==> src/rtl/execute_memory_stage_if.sv <==
// Data-cache request/response bus between the EX/MEM stage (master) and the data cache (slave).
interface execute_memory_stage_if;
    logic        dmemREN;
    logic        dmemWEN;
    logic [31:0] dmemaddr;
    logic [31:0] dmemstore;
    logic        dhit;
    logic [31:0] dmemload;

    modport master (
        output dmemREN, dmemWEN, dmemaddr, dmemstore,
        input  dhit, dmemload
    );

    modport slave (
        input  dmemREN, dmemWEN, dmemaddr, dmemstore,
        output dhit, dmemload
    );
endinterface

==> src/rtl/execute_memory_stage.sv <==
// EX/MEM pipeline register of the 5-stage MIPS core plus the IDLE/ACCESS data-cache request FSM.
// Optional MEM_TIMEOUT_EN: abort an access after TIMEOUT_CYCLES cycles without dhit, raising mem_err.
module execute_memory_stage #(
  parameter int unsigned TIMEOUT_CYCLES = 255
) (
  input  logic                   CLK,
  input  logic                   nRST,
  input  logic                   enable,
  input  logic                   flush,
  input  logic                   memtoReg_EX,
  input  logic                   memWr_EX,
  input  logic                   RegWr_EX,
  input  logic [1:0]             Wsel_EX,
  input  logic [4:0]             wdest_EX,
  input  logic                   halt_EX,
  input  logic [31:0]            alu_out_EX,
  input  logic [31:0]            busB_EX,
  input  logic [31:0]            imemaddr_EX,
  input  logic [31:0]            instr_EX,
  execute_memory_stage_if.master dbus,
  output logic                   memtoReg_MEM,
  output logic                   memWr_MEM,
  output logic                   RegWr_MEM,
  output logic                   halt_MEM,
  output logic [1:0]             Wsel_MEM,
  output logic [4:0]             wdest_MEM,
  output logic [31:0]            alu_out_MEM,
  output logic [31:0]            busB_MEM,
  output logic [31:0]            imemaddr_MEM,
  output logic [31:0]            instr_MEM,
  output logic [31:0]            dmemload_MEM,
  output logic                   mem_stall,
  output logic                   mem_err
);

  typedef enum logic {IDLE, ACCESS} state_t;

  typedef struct packed {
    logic        memtoReg;
    logic        memWr;
    logic        RegWr;
    logic        halt;
    logic [1:0]  Wsel;
    logic [4:0]  wdest;
    logic [31:0] alu_out;
    logic [31:0] busB;
    logic [31:0] imemaddr;
    logic [31:0] instr;
  } stage_t;

  state_t      state;
  state_t      next_state;
  stage_t      mem_q;
  stage_t      ex_d;
  logic [31:0] dload_q;
  logic        capture;
  logic        capture_mem;
  logic        load_done;
  logic        timeout;

  assign ex_d = '{memtoReg: memtoReg_EX, memWr: memWr_EX, RegWr: RegWr_EX, halt: halt_EX,
                  Wsel: Wsel_EX, wdest: wdest_EX, alu_out: alu_out_EX, busB: busB_EX,
                  imemaddr: imemaddr_EX, instr: instr_EX};

  // Stall term rebuilt from state/dhit here so capture does not feed back through mem_stall.
  assign capture     = enable && !flush && !mem_q.halt && !((state == ACCESS) && !dbus.dhit);
  assign capture_mem = capture && (memtoReg_EX || memWr_EX);
  assign load_done   = (state == ACCESS) && dbus.dhit && mem_q.memtoReg && !mem_q.memWr;

  always_ff @(posedge CLK or negedge nRST) begin
    if (!nRST) begin
      mem_q <= '0;
    end else if (timeout) begin
      mem_q.halt <= 1'b1;
    end else if (!mem_q.halt && !mem_stall) begin
      if (flush) begin
        mem_q <= '0;
      end else if (enable) begin
        mem_q <= ex_d;
      end
    end
  end

  always_ff @(posedge CLK or negedge nRST) begin
    if (!nRST) begin
      dload_q <= '0;
    end else if (load_done) begin
      dload_q <= dbus.dmemload;
    end
  end

  always_ff @(posedge CLK or negedge nRST) begin
    if (!nRST) begin
      state <= IDLE;
    end else begin
      state <= next_state;
    end
  end

  always_comb begin
    next_state   = state;
    mem_stall    = 1'b0;
    dbus.dmemREN = 1'b0;
    dbus.dmemWEN = 1'b0;
    unique case (state)
      IDLE: begin
        if (capture_mem) begin
          next_state = ACCESS;
        end
      end
      ACCESS: begin
        mem_stall    = !dbus.dhit;
        // A load+store encoding is serviced as a store only.
        dbus.dmemREN = mem_q.memtoReg && !mem_q.memWr;
        dbus.dmemWEN = mem_q.memWr;
        if (timeout) begin
          next_state = IDLE;
        end else if (dbus.dhit) begin
          next_state = capture_mem ? ACCESS : IDLE;
        end
      end
      default: next_state = IDLE;
    endcase
  end

`ifdef MEM_TIMEOUT_EN
  localparam int unsigned CNT_W = (TIMEOUT_CYCLES > 255) ? $clog2(TIMEOUT_CYCLES + 1) : 8;

  logic [CNT_W-1:0] wait_cnt;
  logic             err_q;

  assign timeout = (state == ACCESS) && !dbus.dhit && (wait_cnt == CNT_W'(TIMEOUT_CYCLES - 1));

  always_ff @(posedge CLK or negedge nRST) begin
    if (!nRST) begin
      wait_cnt <= '0;
      err_q    <= 1'b0;
    end else begin
      if (capture_mem) begin
        wait_cnt <= '0;
      end else if ((state == ACCESS) && !dbus.dhit) begin
        wait_cnt <= wait_cnt + CNT_W'(1);
      end
      if (timeout) begin
        err_q <= 1'b1;
      end
    end
  end

  assign mem_err = err_q;
`else
  assign timeout = 1'b0;
  assign mem_err = 1'b0;
`endif

  assign memtoReg_MEM   = mem_q.memtoReg;
  assign memWr_MEM      = mem_q.memWr;
  assign RegWr_MEM      = mem_q.RegWr;
  assign halt_MEM       = mem_q.halt;
  assign Wsel_MEM       = mem_q.Wsel;
  assign wdest_MEM      = mem_q.wdest;
  assign alu_out_MEM    = mem_q.alu_out;
  assign busB_MEM       = mem_q.busB;
  assign imemaddr_MEM   = mem_q.imemaddr;
  assign instr_MEM      = mem_q.instr;
  assign dmemload_MEM   = dload_q;
  assign dbus.dmemaddr  = mem_q.alu_out;
  assign dbus.dmemstore = mem_q.busB;

endmodule

==> src/flat_wrapper.sv <==
// flat-port wrapper written by rule: the top's interface ports become plain ports
module execute_memory_stage_flat 
#(
  parameter int unsigned TIMEOUT_CYCLES = 255
)
  (CLK, nRST, enable, flush, memtoReg_EX, memWr_EX, RegWr_EX, Wsel_EX, wdest_EX, halt_EX, alu_out_EX, busB_EX, imemaddr_EX, instr_EX, memtoReg_MEM, memWr_MEM, RegWr_MEM, halt_MEM, Wsel_MEM, wdest_MEM, alu_out_MEM, busB_MEM, imemaddr_MEM, instr_MEM, dmemload_MEM, mem_stall, mem_err, dbus_dmemREN, dbus_dmemWEN, dbus_dmemaddr, dbus_dmemstore, dbus_dhit, dbus_dmemload);
  execute_memory_stage_if dbus_i ();
  input  logic CLK;
  input  logic nRST;
  input  logic enable;
  input  logic flush;
  input  logic memtoReg_EX;
  input  logic memWr_EX;
  input  logic RegWr_EX;
  input  logic [1:0] Wsel_EX;
  input  logic [4:0] wdest_EX;
  input  logic halt_EX;
  input  logic [31:0] alu_out_EX;
  input  logic [31:0] busB_EX;
  input  logic [31:0] imemaddr_EX;
  input  logic [31:0] instr_EX;
  output logic memtoReg_MEM;
  output logic memWr_MEM;
  output logic RegWr_MEM;
  output logic halt_MEM;
  output logic [1:0] Wsel_MEM;
  output logic [4:0] wdest_MEM;
  output logic [31:0] alu_out_MEM;
  output logic [31:0] busB_MEM;
  output logic [31:0] imemaddr_MEM;
  output logic [31:0] instr_MEM;
  output logic [31:0] dmemload_MEM;
  output logic mem_stall;
  output logic mem_err;
  output wire logic [$bits(dbus_i.dmemREN)-1:0] dbus_dmemREN;
  output wire logic [$bits(dbus_i.dmemWEN)-1:0] dbus_dmemWEN;
  output wire logic [$bits(dbus_i.dmemaddr)-1:0] dbus_dmemaddr;
  output wire logic [$bits(dbus_i.dmemstore)-1:0] dbus_dmemstore;
  input wire logic [$bits(dbus_i.dhit)-1:0] dbus_dhit;
  input wire logic [$bits(dbus_i.dmemload)-1:0] dbus_dmemload;
  assign dbus_dmemREN = dbus_i.dmemREN;
  assign dbus_dmemWEN = dbus_i.dmemWEN;
  assign dbus_dmemaddr = dbus_i.dmemaddr;
  assign dbus_dmemstore = dbus_i.dmemstore;
  assign dbus_i.dhit = dbus_dhit;
  assign dbus_i.dmemload = dbus_dmemload;
  execute_memory_stage #(.TIMEOUT_CYCLES(TIMEOUT_CYCLES)) u_core (.CLK(CLK), .nRST(nRST), .enable(enable), .flush(flush), .memtoReg_EX(memtoReg_EX), .memWr_EX(memWr_EX), .RegWr_EX(RegWr_EX), .Wsel_EX(Wsel_EX), .wdest_EX(wdest_EX), .halt_EX(halt_EX), .alu_out_EX(alu_out_EX), .busB_EX(busB_EX), .imemaddr_EX(imemaddr_EX), .instr_EX(instr_EX), .dbus(dbus_i), .memtoReg_MEM(memtoReg_MEM), .memWr_MEM(memWr_MEM), .RegWr_MEM(RegWr_MEM), .halt_MEM(halt_MEM), .Wsel_MEM(Wsel_MEM), .wdest_MEM(wdest_MEM), .alu_out_MEM(alu_out_MEM), .busB_MEM(busB_MEM), .imemaddr_MEM(imemaddr_MEM), .instr_MEM(instr_MEM), .dmemload_MEM(dmemload_MEM), .mem_stall(mem_stall), .mem_err(mem_err));
endmodule
==> config.mk <==
export PLATFORM = sky130hd
export DESIGN_NAME = execute_memory_stage_flat
export DESIGN_NICKNAME = d
export VERILOG_FILES = /design/src/rtl/execute_memory_stage_if.sv /design/src/rtl/execute_memory_stage.sv /design/src/flat_wrapper.sv
export SDC_FILE = /design/constraint.sdc
export NUM_CORES = 1
export LEC_CHECK = 0
export CORE_AREA = 5 5 157 159
export DETAILED_ROUTE_END_ITERATION = 12
export DIE_AREA = 0 0 162 164
export GPL_TIMING_DRIVEN = 0
export PLACE_DENSITY_LB_ADDON = 0.1
export SYNTH_ARGS = -nofsm -noshare
export SYNTH_HDL_FRONTEND = slang
export SYNTH_SLANG_ARGS = --single-unit
==> constraint.sdc <==
create_clock -name CLK -period 4.9 [get_ports CLK]
set_clock_uncertainty 0.15 [all_clocks]
set_input_delay 0.735 -clock CLK [delete_from_list [all_inputs] [get_ports CLK]]
set_output_delay 0.735 -clock CLK [all_outputs]
set_load 0.005 [all_outputs]
---- After elaboration in Yosys (flattened, before gate mapping) ----
Index checks and enable logic that the tools add are counted.
cells by class
  multiplexer cells ....................... 8
  bitwise operators ....................... 1
  reduce and logical (&&, ||, !) cells .... 19
operator list
  cell                                count
  139-bit 2-to-1 mux                  2
  1-bit logical AND                   10
  1-bit zero test                     6
  1-bit 2-to-1 mux                    5
  1-bit case mux with 2 select lines  1
  2-bit AND reduction                 1
  2-bit nonzero test                  1
  1-bit logical OR                    1
  1-bit NOT                           1
word-level totals
  flip-flop bits (word level) ............. 172
  bits of input ports ..................... 176
  output and inout bits ................... 239
  logic and storage cells ................. 40

---- Depth between registers and ports, before layout ----
Gate-level depths: netlist (run 1).
  depth after elaboration ................. 8
  mapped depth ............................ 5
  gate-level depth less buffers ........... 3

---- Worst setup path before layout (run 1) ----
No wires, ideal clock.
  kind .................................... input -> register
  from .................................... in dbus_dhit
  to ...................................... reg u_core.mem_q (netlist bit u_core.instr_MEM[11])
  data arrival time ....................... 1.635 ns
  path slack .............................. 2.994 ns
  stages on the path ...................... 5
  cell sequence ........................... nor2b_4 > or3_1 > buf_2 > buf_2 > a22o_1
on the way
  longest elaborated chain between the ends .. 5
RTL lines
  item                                  RTL line                     text
  start, declared                       flat_wrapper.sv:39           input wire logic [$bits(dbus_i.dhit)-1:0] dbus_dhit;
  1-bit zero test                       execute_memory_stage.sv:112  mem_stall = !dbus.dhit;
  1-bit 2-to-1 mux                      execute_memory_stage.sv:105  unique case (state)
  1-bit zero test                       execute_memory_stage.sv:75   end else if (!mem_q.halt && !mem_stall) begin
  1-bit logical AND                     execute_memory_stage.sv:75
  2-bit AND reduction (no source line)  n/a
  end, declared                         execute_memory_stage.sv:53   stage_t mem_q;
Every way passes these cells.
A chain may end at the register's enable or synchronous reset.

---- Worst setup path in the final report (run 1) ----
  from .................................... in dbus_dhit
  to ...................................... out mem_stall
on the way
  longest elaborated chain between the ends .. 2
RTL lines
  item              RTL line                     text
  1-bit zero test   execute_memory_stage.sv:112
  1-bit 2-to-1 mux  execute_memory_stage.sv:105
  end, declared     flat_wrapper.sv:33           output logic mem_stall;
Every way passes these cells.

==> impl_metrics.json, run 1 <==
{
  "root_buffer": "clkbuf_16",
  "cp.required_ns": 4.01,
  "avgSynthCellArea_um2": 14.7,
  "p_switching_mw": 1.60,
  "drv_cap": 0,
  "final_cell_mix": "412 x clkdlybuf4s50_1, 172 x dfrtp_1, 138 x a22o_1, 65 x buf_4, 32 x mux2_2",
  "finalSetupViolations": 0,
  "place_ws_ns": 1.97,
  "layout_commonest_cell": "clkdlybuf4s50_1",
  "internal_power_mw": 4.27,
  "worst_pin_slew_ns": 0.645,
  "rsz0062_at_grt": "false",
  "synth_xor_area_share_pct": 0,
  "vias_per_cell": 4.57,
  "cts_setup_buffers": 0,
  "finalPower_mw": 5.87,
  "cts_tree": "built",
  "r2r-start": "u_core.state",
  "drive_above_1_share_pct": 18.1,
  "slew_headroom_pct": 57.0,
  "synth_top_family_by_area": "compound AO/OA/AOI/OAI gates",
  "drt_iter0_drc": 205,
  "synth_top_flop_cell": "dfrtp_1",
  "sequentialPowerShare_pct": 37.1,
  "port_buffers": 413,
  "cts_resized": 0,
  "grt.total_usage_pct": 17.6,
  "dpl.hpwl_mm": 18.7,
  "htreeDepth": 4,
  "post-route-drc-count": 0,
  "postLayoutCellArea_um2": 11800,
  "synth_compound_gate_area_share_pct": 18.5,
  "grt_pass1_wl_mm": 36.1,
  "final_core_util_pct": 50.8,
  "area_delta_synth_final_pct": 77.7,
  "ant_nets": 0,
  "antenna_found_initial": 1,
  "p_leak_nw": 5.33,
  "cts_inserted_buffers": 17,
  "synthesis.nets": 627,
  "first_global_vias": 6090,
  "grt_start_max_net_pins": 91,
  "ys_ff_latch": 172,
  "critical_path_class": "input port to primary output",
  "die_w_um": 162,
  "clk_latency_ns": 0.42,
  "yosysSeqAreaShare_pct": 65.1,
  "fin_nets": 1060,
  "critPathMaxFanout": 4,
  "placed_cell_area_um2": 11100,
  "powerDensity_nw_per_um2": 500,
  "cp-end-kind": "primary output",
  "fillers": 2024,
  "cp_data_arrival_time_ns": 1.95,
  "synth_cell_types": 16,
  "cp-startpoint": "dbus_dhit",
  "switching_share_pct": 27.2,
  "clk_path_buf_depth": 2,
  "period_minus_slack_ns": 2.84,
  "synth_simple_gate_area_share_pct": 1.10,
  "place_congestion": 0.786,
  "rows": 56,
  "start_util_pct": 28.6,
  "synthCells": 451,
  "wl_mm": 24.0,
  "multi_input_area_um2": 1660,
  "clkPwrFrac_pct": 23.6,
  "synth_edf_count": 0,
  "async_flop_share_pct": 100,
  "coreArea_um2": 23100,
  "hold_buffers": 0,
  "setup-tns-final_ns": 0,
  "ios": 415,
  "register_area_um2": 4300,
  "clk_pin_slew_worst_paths_ns": 0.07,
  "min_path_type": "input port to async pin",
  "grt_overflow": 0,
  "die_y_um": 164,
  "hold_viol": 0,
  "fmax_mhz": 352,
  "combPwrFrac_pct": 39.3,
  "fin_ws_ns": 2.06,
  "dr.pass1.iters": 4,
  "wire_per_inst_um": 20.2,
  "status": "complete, no violations",
  "vias": 5424,
  "ys_warn_count": 0,
  "clock_sinks": 172,
  "ir_drop_mv": 0.218,
  "dieArea_um2": 26600,
  "report.final.slew_viol_count": 0,
  "rrSetupSlack_ns": 2.83,
  "synthAdderAreaFrac_pct": 0,
  "worstSetupStartpointType": "input port",
  "period_share_pct": 57.9,
  "synth.cell_area_um2": 6610,
  "synthMuxAreaShare_pct": 5.45
}
## logic make-up after synthesis
group,after synthesis
other,1
AND/OR/NAND/NOR,8
flip-flops,172
AO/OA/AOI/OAI,140
buffers and inverters,98
multiplexers,32
## through the flow
step,instances,hold slack (ns)
after floorplan,451,0.289
after global placement,1154,0.333
after detailed placement,1155,0.331
after CTS,1187,0.158
after global routing,1188,0.181
final,1188,0.142
## worst max-delay path, cell delays in order
cell	delay, ns
clkdlybuf4s50_1	0.47
nor2b_4	0.20
clkdlybuf4s50_1	0.55
## worst paths after layout
kind / depth (start not counted) / to
worst max-delay path: 3 / mem_stall
worst min-delay path: 1 / u_core.imemaddr_MEM[0]
worst max register to register: 5 / u_core.imemaddr_MEM[24]
worst min register to register: 1 / u_core.imemaddr_MEM[14]
max in group asynchronous: 2 / u_core.instr_MEM[11]
min in group CLK: 1 / u_core.imemaddr_MEM[14]
## cell type report
class / count / share of cell area, %
Sequential cell: 172 / 36.6
Clock inverter: 13 / 1.31
Antenna cell: 1 / 0.0213
Buffer: 98 / 5.51
Tap cell: 290 / 3.09
Timing Repair Buffer: 414 / 35.5
Clock buffer: 19 / 3.85
Multi-Input combinational cell: 181 / 14.1
## synth_stat cells, types with 2 or more instances
master,number,area share [%]
a21o_1,2,0.23
mux2_2,32,5.5
dfrtp_1,172,65
clkbuf_1,5,0.28
buf_2,28,2.1
a22o_1,138,18
buf_4,65,7.4
## flip-flops by register name, summed over array words and instances, names as in the netlist
name,flops
u_core.RegWr_MEM,1
u_core.busB_MEM,32
u_core.state,1
u_core.memtoReg_MEM,1
u_core.Wsel_MEM,2
u_core.instr_MEM,32
u_core.memWr_MEM,1
u_core.alu_out_MEM,32
u_core.wdest_MEM,5
u_core.halt_MEM,1
u_core.imemaddr_MEM,32
u_core.dmemload_MEM,32
## per-layer routing
layer  wire length (um)  vias to the layer above  track usage [%]
met4                399                        0             4.46
met2              12700                      241             32.2
met3               2060                       16             6.80
li1                   -                     2472                -
met1               8840                     2695             19.1
met5                  0                        -                0
## power by group through the flow
stage	Clock [mW]	Sequential (mW)	Combinational [mW]
final	1.39	2.18	2.31
after global routing	1.48	2.24	2.46
after CTS	1.42	2.18	2.36
after detailed placement	0	2.19	2.35
after global placement	0	2.18	2.33
after floorplan	0	2.18	0.717
No activity file was read; power rests on OpenSTA's default activity.
==> run 2: changes to the inputs <==
==> constraint.sdc (replaced) <==
create_clock -name CLK -period 2.5 [get_ports CLK]
set_clock_uncertainty 0.15 [all_clocks]
set_input_delay 0.375 -clock CLK [delete_from_list [all_inputs] [get_ports CLK]]
set_output_delay 0.375 -clock CLK [all_outputs]
set_load 0.005 [all_outputs]
==> run 2 against run 1 <==
Net effect: die area is the same; first-iteration DRC count decreased by 10%; largest power group unchanged; non-clock buffer count grew 1; critical endpoint is now dbus_dmemREN.
==> impl_metrics.json, run 2 (same netlist as run 1, synthesis figures left out) <==
{
  "rrSetupSlack_ns": 0.43,
  "clk_path_buf_depth": 2,
  "combPwrFrac_pct": 39.3,
  "clk_pin_slew_worst_paths_ns": 0.07,
  "powerDensity_nw_per_um2": 979,
  "cts_tree": "built",
  "worstSetupStartpointType": "register",
  "wl_mm": 24.0,
  "placed_cell_area_um2": 11100,
  "slowest_stage": "clkdlybuf4s50_1",
  "cp.required_ns": 1.98,
  "postLayoutCellArea_um2": 11800,
  "cts_inserted_buffers": 17,
  "cts_resized": 0,
  "drv_cap": 0,
  "setup-tns-final_ns": 0,
  "min_path_type": "register to register",
  "drt_iter0_drc": 184,
  "cp-end-kind": "primary output",
  "period_share_pct": 86.2,
  "cp_data_arrival_time_ns": 1.63,
  "worst_pin_slew_ns": 0.639,
  "fin_nets": 1061,
  "cp_cell_sequence": "and3b_1 -> clkdlybuf4s50_1",
  "sequentialPowerShare_pct": 37.1,
  "wire_per_inst_um": 20.2,
  "ir_drop_mv": 0.428,
  "ant_nets": 0,
  "final_cell_mix": "412 x clkdlybuf4s50_1, 172 x dfrtp_1, 138 x a22o_1, 65 x buf_4, 32 x mux2_2",
  "clk_latency_ns": 0.42,
  "dieArea_um2": 26600,
  "clkPwrFrac_pct": 23.6,
  "fmax_mhz": 464,
  "rows": 56,
  "p_leak_nw": 5.34,
  "internal_power_mw": 8.38,
  "crit_buf_inv": 1,
  "critPathMaxFanout": 4,
  "vias_per_cell": 4.56,
  "dr.pass1.iters": 4,
  "fillers": 2023,
  "root_buffer": "clkbuf_16",
  "ios": 415,
  "place_congestion": 0.786,
  "slew_headroom_pct": 57.4,
  "htreeDepth": 4,
  "area_delta_synth_final_pct": 77.9,
  "slowest_delay_ns": 0.54,
  "die_y_um": 164,
  "coreArea_um2": 23100,
  "dpl.hpwl_mm": 18.7,
  "crit_family": "buffers and inverters",
  "grt.total_usage_pct": 17.6,
  "finalSetupViolations": 0,
  "critical_path_class": "register to primary output",
  "port_buffers": 413,
  "report.final.slew_viol_count": 0,
  "period_minus_slack_ns": 2.16,
  "hold_viol": 0,
  "vias": 5419,
  "antenna_found_initial": 1,
  "grt_overflow": 0,
  "grt_start_max_net_pins": 91,
  "switching_share_pct": 27.2,
  "timing.hold.ws_ns": 0.350,
  "clock_sinks": 172,
  "post-route-drc-count": 0,
  "grt_pass1_wl_mm": 36.1,
  "die_w_um": 162,
  "drive_above_1_share_pct": 18.0,
  "rsz0062_at_grt": "false",
  "status": "complete, no violations",
  "layout_commonest_cell": "clkdlybuf4s50_1",
  "p_switching_mw": 3.13,
  "start_util_pct": 28.6,
  "first_global_vias": 6098
}
-- run 2: layout make-up --
cell class	count	area, um^2	share of cell area [%]
Buffer	98	647	5.50
Tap cell	290	363	3.09
Clock inverter	13	154	1.31
Antenna cell	1	2.50	0.0213
Sequential cell	172	4300	36.6
Clock buffer	19	453	3.85
Multi-Input combinational cell	181	1660	14.1
Timing Repair Buffer	415	4180	35.5
-- run 2: path summary, 6_finish.rpt --
check	cells after the start	endpoint	start
max	2	dbus_dmemREN	u_core.memWr_MEM
min	1	u_core.imemaddr_MEM[14]	u_core.imemaddr_MEM[14]
max reg2reg	5	u_core.imemaddr_MEM[24]	u_core.state
min reg2reg	1	u_core.imemaddr_MEM[14]	u_core.imemaddr_MEM[14]
max in group asynchronous	3	u_core.instr_MEM[11]	nRST
min in group asynchronous	2	u_core.imemaddr_MEM[0]	nRST
-- run 2: timing repair --
action | in CTS | in global routing
hold buffers | 1 | 0
buffers inserted | 0 | 0
hold endpoints to repair | 82 | 0
-- run 2: power by group through the flow --
stage | registers, mW | clock network [mW] | logic [mW]
3_3_place_gp | 4.28 | 0 | 4.57
3_5_place_dp | 4.30 | 0 | 4.60
2_1_floorplan | 4.28 | 0 | 1.40
5_1_grt | 4.39 | 2.91 | 4.83
6_report | 4.27 | 2.72 | 4.53
4_1_cts | 4.27 | 2.78 | 4.62
-- run 2: metal layers --
metal  up-vias  global-route usage [%]  wire (um)
met5         -                       0          0
met4         0                    4.46        401
met2       240                    32.2      12700
li1       2473                       -          -
met3        17                    6.78       2040
met1      2689                    19.1       8870
-- run 2: metrics by stage --
| stage | instances | total power [mW] | setup slack [ns] | util (%) |
|---|---|---|---|---|
| 2_1_floorplan | 451 | 5.69 | 0.865 | - |
| 3_3_place_gp | 1154 | 8.85 | -6.14 | 48.0 |
| 3_5_place_dp | 1155 | 8.90 | -0.0655 | 48.2 |
| 4_1_cts | 1188 | 11.7 | 0.319 | 50.8 |
| 5_1_grt | 1189 | 12.1 | 0.263 | 50.9 |
| 6_report | 1189 | 11.5 | 0.344 | 50.9 |
==> run 3: changes to the inputs <==
==> constraint.sdc (replaced) <==
create_clock -name CLK -period 2.55 [get_ports CLK]
set_clock_uncertainty 0.15 [all_clocks]
set_input_delay 0.3825 -clock CLK [delete_from_list [all_inputs] [get_ports CLK]]
set_output_delay 0.3825 -clock CLK [all_outputs]
set_load 0.005 [all_outputs]
==> results of run 3 <==
Same layout as run 2 (identical final DEF). Status: complete, no violations.
Main changes from that run: setup slack after placement -0.0655 ns -> -0.0230 ns; setup slack after layout 0.344 ns -> 0.387 ns; register-to-register setup slack 0.43 ns -> 0.48 ns; total power 11.5 mW -> 11.3 mW; worst IR drop on VDD 0.428 mV -> 0.419 mV
